--- src/rtl/alu_pkg.sv ---
// Shared ALU definitions: word/slice widths and the serial-subtractor
// sequencing states.
package alu_pkg;

    localparam int WORD_W  = 16;
    localparam int SLICE_W = 8;

    typedef enum logic [1:0] {
        IDLE = 2'd0,
        LOW  = 2'd1,
        HIGH = 2'd2,
        DONE = 2'd3
    } state_t;

    // Operation captured on the accept edge.
    typedef struct packed {
        logic [WORD_W-1:0] a;
        logic [WORD_W-1:0] b;
        logic              bin;
    } operands_t;

    // Signed overflow of a - b: operands differ in sign and the result
    // sign differs from the minuend.
    function automatic logic sub_overflow(input logic a_msb,
                                          input logic b_msb,
                                          input logic d_msb);
        return (a_msb ^ b_msb) & (d_msb ^ a_msb);
    endfunction

endpackage

--- src/rtl/sub_slice_8bit.sv ---
// Combinational 8-bit subtract slice: d = a + ~b + ~bin, with the borrow
// out reported as the inverted carry out.
module sub_slice_8bit
    import alu_pkg::*;
(
    input  logic [SLICE_W-1:0] a,
    input  logic [SLICE_W-1:0] b,
    input  logic               bin,
    output logic [SLICE_W-1:0] d,
    output logic               bout
);

    logic [SLICE_W:0] sum;

    assign sum  = {1'b0, a} + {1'b0, ~b} + {{SLICE_W{1'b0}}, ~bin};
    assign d    = sum[SLICE_W-1:0];
    assign bout = ~sum[SLICE_W];

endmodule

--- src/rtl/subtractor_16bit_serial.sv ---
// Serial 16-bit subtractor: num_1 - num_2 - b_in, one byte per cycle through
// a shared 8-bit slice, with valid/ready handshakes and ALU status flags.
module subtractor_16bit_serial
    import alu_pkg::*;
(
    input  logic              clk,
    input  logic              rst,
    input  logic              in_valid,
    output logic              in_ready,
    input  logic [WORD_W-1:0] num_1,
    input  logic [WORD_W-1:0] num_2,
    input  logic              b_in,
    output logic              out_valid,
    input  logic              out_ready,
    output logic [WORD_W-1:0] diff,
    output logic              borrow,
    output logic              zero,
    output logic              overflow
);

    state_t              state_q;
    state_t              state_d;
    operands_t           ops_q;

    logic [SLICE_W-1:0]  diff_lo_q;
    logic                borrow_lo_q;

    logic [WORD_W-1:0]   diff_q;
    logic                borrow_q;
    logic                zero_q;
    logic                overflow_q;

    logic [SLICE_W-1:0]  slice_a;
    logic [SLICE_W-1:0]  slice_b;
    logic                slice_bin;
    logic [SLICE_W-1:0]  slice_d;
    logic                slice_bout;
    logic [WORD_W-1:0]   full_diff;
    logic                accept;

    sub_slice_8bit u_slice (
        .a    (slice_a),
        .b    (slice_b),
        .bin  (slice_bin),
        .d    (slice_d),
        .bout (slice_bout)
    );

    // The slice output is only meaningful in HIGH, where it forms the upper byte.
    assign full_diff = {slice_d, diff_lo_q};
    assign accept    = in_valid & in_ready;

    // NOTE: every output of this block is given a default first so no path
    // through the case statement can leave a latch behind.
    always_comb begin
        state_d   = state_q;
        in_ready  = 1'b0;
        out_valid = 1'b0;
        slice_a   = ops_q.a[SLICE_W-1:0];
        slice_b   = ops_q.b[SLICE_W-1:0];
        slice_bin = ops_q.bin;

        case (state_q)
            IDLE: begin
                in_ready = 1'b1;
                if (in_valid) begin
                    state_d = LOW;
                end
            end
            LOW: begin
                state_d = HIGH;
            end
            HIGH: begin
                slice_a   = ops_q.a[WORD_W-1:SLICE_W];
                slice_b   = ops_q.b[WORD_W-1:SLICE_W];
                slice_bin = borrow_lo_q;
                state_d   = DONE;
            end
            DONE: begin
                out_valid = 1'b1;
                if (out_ready) begin
                    state_d = IDLE;
                end
            end
            default: begin
                state_d = IDLE;
            end
        endcase
    end

    // NOTE: sequential state uses non-blocking assignments so every register
    // samples pre-edge values regardless of statement order.
    always_ff @(posedge clk or posedge rst) begin
        if (rst) begin
            state_q <= IDLE;
        end else begin
            state_q <= state_d;
        end
    end

    always_ff @(posedge clk or posedge rst) begin
        if (rst) begin
            ops_q <= '0;
        end else if (accept) begin
            ops_q <= '{a: num_1, b: num_2, bin: b_in};
        end
    end

    // The low byte is kept internal so the visible diff changes only once,
    // when the whole word is ready.
    always_ff @(posedge clk or posedge rst) begin
        if (rst) begin
            diff_lo_q   <= '0;
            borrow_lo_q <= 1'b0;
        end else if (state_q == LOW) begin
            diff_lo_q   <= slice_d;
            borrow_lo_q <= slice_bout;
        end
    end

    // NOTE: the result registers are reset because their reset values are
    // architecturally visible on the outputs; an abort must clear them.
    always_ff @(posedge clk or posedge rst) begin
        if (rst) begin
            diff_q     <= '0;
            borrow_q   <= 1'b0;
            zero_q     <= 1'b0;
            overflow_q <= 1'b0;
        end else if (state_q == HIGH) begin
            diff_q     <= full_diff;
            borrow_q   <= slice_bout;
            zero_q     <= (full_diff == '0);
            overflow_q <= sub_overflow(ops_q.a[WORD_W-1], ops_q.b[WORD_W-1],
                                       slice_d[SLICE_W-1]);
        end
    end

    assign diff     = diff_q;
    assign borrow   = borrow_q;
    assign zero     = zero_q;
    assign overflow = overflow_q;

endmodule
--- config.mk ---
export PLATFORM = sky130hd
export DESIGN_NAME = subtractor_16bit_serial
export DESIGN_NICKNAME = d
export VERILOG_FILES = /design/src/rtl/alu_pkg.sv /design/src/rtl/sub_slice_8bit.sv /design/src/rtl/subtractor_16bit_serial.sv
export SDC_FILE = /design/constraint.sdc
export NUM_CORES = 1
export LEC_CHECK = 0
export ABC_CLOCK_PERIOD_IN_PS = 3300
export CAP_MARGIN = 20
export CORE_MARGIN = 2
export CORE_UTILIZATION = 47
export DETAILED_ROUTE_END_ITERATION = 10
export GPL_ROUTABILITY_DRIVEN = 1
export PLACE_DENSITY = 0.75
export SETUP_SLACK_MARGIN = 0.05
export SLEW_MARGIN = 20
export SYNTH_ARGS = -nofsm -noshare
export SYNTH_HDL_FRONTEND = slang
export SYNTH_SLANG_ARGS = --single-unit
--- constraint.sdc ---
create_clock -name clk -period 3.3 [get_ports clk]
set_input_delay 0.33 -clock clk [delete_from_list [all_inputs] [get_ports clk]]
set_output_delay 0.33 -clock clk [all_outputs]
set_load 0.02 [all_outputs]
==> out/metrics.cfg, run 1 <==
[run_status]
status = finished, final reports clean

[floorplanning]
row_count = 29
fp.dieArea_mm2 = 0.00709
ioPinCount = 58
core_area_mm2 = 0.00628
die_x_um = 84.2
initial_utilization_pct = 48.2
die_h_um = 84.2

[clocking]
cts_buffers = 9
cts_root_buf = clkbuf_8
clk_latency_ps = 340
clk_pin_slew_ps = 70
cts_setup_buffers = 0
postCtsResizedCells = 0
cts_hold_buf = 0
cts_tree = yes
cts.path.max_buffers = 2
htreeDepth = 3
cts_sinks = 63

[worst_setup_path]
cp-end-kind = flop
critPathKind = reg2reg
crit_required_ps = 3500
crit_path_frequent_cell = fa_1
critPathMaxStageDelay_ps = 420
worstSetupStartpoint = state_q[0]
r2r-end = borrow_lo_q
reg2reg_slack_ps = 310
endpoint = borrow_lo_q
cpMaxStageDelayCell = fa_1
cp-start-kind = flop
reg2reg_depth = 10
cp_cell_sequence = inv_1, ha_2, mux2_2, fa_1, fa_1, and2b_1, o2111a_1, o21ai_0, a21boi_0, o22ai_1
cp_max_fo = 4
r2r-start = state_q[0]
cp.arrival_ps = 3200

[power]
p_sw_mw = 1.88
intPower_mw = 3.16
p_sw_share_pct = 37.3
power_density_mw_per_mm2 = 1280
p_clk_share_pct = 16.0
ir_drop_uv = 571
leakage_nw = 1.68
power_frac_seq_pct = 28.1
comb_power_share_pct = 55.8

[global_routing]
grt_overflow_total = 0
grt_antenna_before_repair = 0
grt_max_degree = 41
grt_usage_pct = 16.9
grt_first_pass_wirelength_mm = 9.28
grt_pass1_vias = 1959

[placed_design]
dp_slack_ps = 298
place.gp.congestion = 0.731
dpl.cell_count = 362
post-dp-hpwl_mm = 4.15
port_buffers = 57

[logic_synthesis]
syn-cell-area_mm2 = 0.00302
ys_async_sr_fraction_pct = 100
postSynthAreaPerCell_um2 = 13.0
yosys-top-cells-area = dfrtp_1 (52%), mux2_2 (22%), ha_1 (4.6%)
synth_edf_count = 0
yosysTopAreaCellShare_pct = 52.1
syn-num-nets = 282
synthFlopType = dfrtp_1
yosys.area.top_type = dfrtp_1
synth-seq-cells = 63
yosysUniqueCellTypes = 37
yosysSeqAreaShare_pct = 52.1
synth.most_common_cell = dfrtp_1
yosysWarnings = 0
synth_common_cells = dfrtp_1 (63), mux2_2 (60), ha_1 (11)
synthCells = 232

[route]
wirelength_mm = 5.50
viasPerCell = 5.24
antenna_left = 0
drtPass1Iterations = 4
wl_per_cell_um = 14.5
drtIter0Drc = 62
drc = 0
vias = 1979

[timing]
finalHoldViolCount = 0
setup_tns_ps = 0
setup-violations-final = 0
rsz0062_at_grt = false
hold_slack_ps = 478
min_period_ps = 2990
slew_headroom_pct = 44.6
timing.fmax_mhz = 334
fin_ws_ps = 308
period_share_pct = 90.7
slew_violations = 0
fin_worst_skew_ps = 6.58
worst_pin_slew_ps = 829

[job]
maxCapViolations = 0

[final_layout]
seqCellArea_mm2 = 0.00158
diodes = 0
multi_input_area_mm2 = 0.00138
area_growth_pct = 30.3
drive_gt1_share_pct = 28.6
filler_cell_count = 510
final_util_pct = 62.8
instances_no_fill = 378
nets = 346

[min_path]
min_path_type = in2async

power by group through the flow:
stage          registers (mW)  logic, mW  clock network, mW
2_1_floorplan            1.49       1.98                  0
4_1_cts                  1.42       2.83              0.830
6_report                 1.42       2.81              0.808
3_3_place_gp             1.42       2.74                  0
5_1_grt                  1.47       3.13              0.862
3_5_place_dp             1.43       2.82                  0
how the worst min path moves through the flow:
stage / start / end / slack (ps) / cells past startpoint
global route: diff[2] / diff[2] / 520 / 1
global placement: ops_q[31] / ops_q[31] / 480 / 1
detailed placement: ops_q[29] / ops_q[29] / 490 / 1
floorplan: ops_q[27] / ops_q[27] / 470 / 1
CTS: rst / state_q[0] / 490 / 2
finish: rst / state_q[0] / 480 / 2
worst max-delay path, delay by kind of cell, from the launching register on:
family,cells,cell delay [ps]
buffers and inverters,1,90
flip-flops,1,410
multiplexers,1,350
AO/OA/AOI/OAI,4,720
AND/OR/NAND/NOR,1,230
adder cells (fa/ha/maj),3,1040
per-stage QoR:
stage	cell area, µm²	power, mW
floorplan	3030	3.47
global placement	3700	4.16
detailed placement	3700	4.26
CTS	3940	5.09
global route	3940	5.46
finish	3940	5.04
cells by family (layout without fill, tap and decap cells):
group,count (synthesis),count (layout),synth area share (%)
AO/OA/AOI/OAI,34,34,7.49
flip-flops,63,63,52.1
buffers and inverters,19,88,2.40
multiplexers,70,70,26.0
XOR/XNOR,1,1,0.290
adder cells (fa/ha/maj),13,13,5.88
AND/OR/NAND/NOR,32,32,5.83
cell type report:
class	instances	share of cell area, %
timing repair buffer	62	15.4
clock inverter	6	2.73
multi-input combinational	150	35.0
inverter	10	0.952
sequential	63	40.0
tap	77	2.44
clock buffer	10	3.49
per-layer routing:
layer	GRT usage (%)	wire length, µm	up-vias
met4	7.48	85	0
met3	5.51	305	7
met1	22.6	2500	960
met2	25.3	2610	50
met5	0	0	-
li1	-	-	962
placed cells by master, fill, tap and decap left out, types with 2 or more instances in the layout:
| master | n |
|---|---|
| nor2b_1 | 3 |
| clkdlybuf4s50_1 | 57 |
| o22ai_1 | 2 |
| bufinv_16 | 3 |
| buf_4 | 5 |
| mux2i_1 | 8 |
| o21a_1 | 2 |
| a21boi_0 | 2 |
| a21o_1 | 3 |
| fa_1 | 2 |
| inv_1 | 9 |
| nand2b_1 | 3 |
| ha_1 | 10 |
| mux2_2 | 60 |
| and2_1 | 4 |
| o21ai_0 | 7 |
| clkinv_2 | 2 |
| mux2_4 | 2 |
| nor2_1 | 8 |
| o2111a_1 | 2 |
| a21oi_1 | 7 |
| a22oi_1 | 3 |
| or3_1 | 5 |
| clkbuf_8 | 10 |
| dfrtp_1 | 63 |
| nand2_1 | 3 |
state kept, by name (all words and copies together) (netlist names):
signal and count:
zero 1, ops_q 33, state_q 2, borrow_lo_q 1, diff 16, diff_lo_q 8
borrow 1, overflow 1
No activity file was read; power rests on OpenSTA's default activity.
==> run 2, diff against run 1 <==
--- a/config.mk
+++ b/config.mk
@@ -9,6 +9,7 @@
 export CAP_MARGIN = 20
 export CORE_MARGIN = 2
 export CORE_UTILIZATION = 47
+export CTS_CLUSTER_SIZE = 10
 export DETAILED_ROUTE_END_ITERATION = 10
 export GPL_ROUTABILITY_DRIVEN = 1
 export PLACE_DENSITY = 0.75
==> results of run 2 <==
Same layout as run 1: the final DEF is identical, and so are final timing and power.
==> run 3, diff against run 2 <==
--- a/config.mk
+++ b/config.mk
@@ -13,7 +13,7 @@
 export DETAILED_ROUTE_END_ITERATION = 10
 export GPL_ROUTABILITY_DRIVEN = 1
 export PLACE_DENSITY = 0.75
-export SETUP_SLACK_MARGIN = 0.05
+export SETUP_SLACK_MARGIN = 0.2
 export SLEW_MARGIN = 20
 export SYNTH_ARGS = -nofsm -noshare
 export SYNTH_HDL_FRONTEND = slang
==> run 3 against run 2 <==
- power is 0.42% higher
- global-route usage is 0.87 points higher
- flip-flop and latch count stayed put
- final area is 0.89% higher
- final cell count is 0.79% higher
- non-clock buffer count is 3 higher
- wire length is 6.2% higher
- sequential share of layout area is 0.35 points lower
- critical path type unchanged
==> out/metrics.cfg, run 3 (synthesis gave the netlist of run 1 again) <==
[power]
total_power_mw = 5.06
power_frac_seq_pct = 28.3
ir_drop_uv = 569
comb_power_share_pct = 57.9
leakage_nw = 1.70
intPower_mw = 3.13
p_sw_mw = 1.93
p_clk_share_pct = 13.8
power_density_mw_per_mm2 = 1270
p_sw_share_pct = 38.1

[timing]
setup_tns_ps = 0
slew_headroom_pct = 65.5
worst_pin_slew_ps = 517
rsz0062_at_grt = false
min_period_ps = 2950
timing.fmax_mhz = 339
fin_worst_skew_ps = 6.54
period_share_pct = 89.5
finalHoldViolCount = 0
setup-violations-final = 0
slew_violations = 0

[worst_setup_path]
reg2reg_slack_ps = 350
cp-start-kind = flop
critical_path.top_delay_family = multiplexers
critPathMaxStageDelay_ps = 430
cpMaxStageDelayCell = dfrtp_1
path_depth = 10
crit_required_ps = 3530
cp.arrival_ps = 3180
r2r-start = state_q[0]
cp_cell_sequence = inv_2, ha_4, buf_12, mux2_2, ha_1, a21o_1, a21o_1, or3_1, and2_1, mux2_4
critical_path_buf_inv_count = 2
crit_path_frequent_cell = a21o_1
critPathKind = reg2reg
cp-end-kind = flop
cp_max_fo = 18
reg2reg_depth = 10
r2r-end = diff_lo_q[6]

[final_layout]
nets = 349
layout_commonest_cell = dfrtp_1
layout_common_cells = dfrtp_1 (63), mux2_2 (60), clkdlybuf4s50_1 (57), clkbuf_8 (12), ha_1 (10)
seqCellArea_mm2 = 0.00158
drive_gt1_share_pct = 30.3
largest_reg_flops = 33
multi_input_area_mm2 = 0.00140
final_util_pct = 63.3
diodes = 0
area_growth_pct = 31.5
top_register = ops_q
filler_cell_count = 503

[clocking]
cts_buffers = 9
cts_root_buf = clkbuf_8
cts.path.max_buffers = 2
clk_pin_slew_ps = 70
htreeDepth = 3
cts_sinks = 63
clk_latency_ps = 340
cts_tree = yes

[floorplanning]
core_area_mm2 = 0.00628
ioPinCount = 58
die_x_um = 84.2
row_count = 29
die_h_um = 84.2
initial_utilization_pct = 48.2
fp.dieArea_mm2 = 0.00709

[global_routing]
grt_max_degree = 37
grt_overflow_total = 0
grt_antenna_before_repair = 0
grt_first_pass_wirelength_mm = 9.80
grt_pass1_vias = 2125
grt_usage_pct = 17.8

[run_status]
status = finished, final reports clean

[route]
drtPass1Iterations = 4
drtIter0Drc = 74
wl_per_cell_um = 15.3
drc = 0
viasPerCell = 5.29
antenna_left = 0
vias = 2017
wirelength_mm = 5.84

[placed_design]
port_buffers = 57
post-dp-hpwl_mm = 4.28
place.gp.congestion = 0.763

[min_path]
min_path_type = in2async

[job]
maxCapViolations = 0

==> run 3: cell count changes in the layout (fill, tap and decap cells not counted), moves of 2 or more <==
cell / before / now
bufinv_16: 3 / 1
clkbuf_8: 10 / 12
fa_1: 2 / 0
fa_2: 0 / 2
==> run 3: worst max-delay path by stage <==
| stage | from | endpoint | slack [ps] |
|---|---|---|---|
| 2_1_floorplan | state_q[0] | diff[14] | 240 |
| 3_3_place_gp | state_q[0] | diff[14] | 260 |
| 3_5_place_dp | state_q[0] | borrow_lo_q | 170 |
| 4_1_cts | state_q[0] | borrow_lo_q | 220 |
| 5_1_grt | state_q[0] | diff_lo_q[6] | 210 |
| 6_report | state_q[0] | diff_lo_q[6] | 350 |
==> run 3: final cells by class <==
cell class                      instances  share of cell area (%)
Sequential cell                        63                    39.6
Multi-Input combinational cell        150                    35.1
Timing Repair Buffer                   65                    16.6
Clock buffer                           13                    4.25
Tap cell                               77                    2.42
Clock inverter                          3                    1.01
Inverter                               10                   0.944
==> run 3: worst reg2reg max path, cell delays in order, from the launching register on <==
cell and delay (ps):
dfrtp_1 430, inv_2 110, ha_4 210, buf_12 190, mux2_2 350, ha_1 350, a21o_1 230, a21o_1 200
or3_1 350, and2_1 180, mux2_4 250
==> run 3: timing repair <==
action	CTS	global route
gates resized for setup	1	5
hold buffers	0	0
endpoints found under the setup margin	4	11
setup buffers	0	3
cloned	0	1
==> run 3: power by group through the flow <==
stage	combinational (mW)	sequential (mW)	clock, mW
after floorplan	1.99	1.49	0
after global placement	2.75	1.42	0
after detailed placement	2.83	1.44	0
after CTS	2.85	1.43	0.708
after global routing	3.24	1.48	0.741
final	2.93	1.43	0.700
==> run 3: stage by stage <==
stage | hold slack (ps) | instance area [µm²] | setup slack [ps] | cells
3_5_place_dp | 490 | 3700 | 174 | 361
2_1_floorplan | 474 | 3030 | 240 | 232
4_1_cts | 337 | 3920 | 221 | 377
5_1_grt | 370 | 3980 | 212 | 381
6_report | 324 | 3980 | 346 | 381
3_3_place_gp | 484 | 3700 | 258 | 361
==> run 3: routing by layer <==
layer  global-route usage (%)  wire length, µm  up-vias
met5                        0                0        -
met4                     8.06              127        0
met3                     5.11              260       12
met2                     28.6             2800       53
met1                     22.3             2650      987
li1                         -                -      965
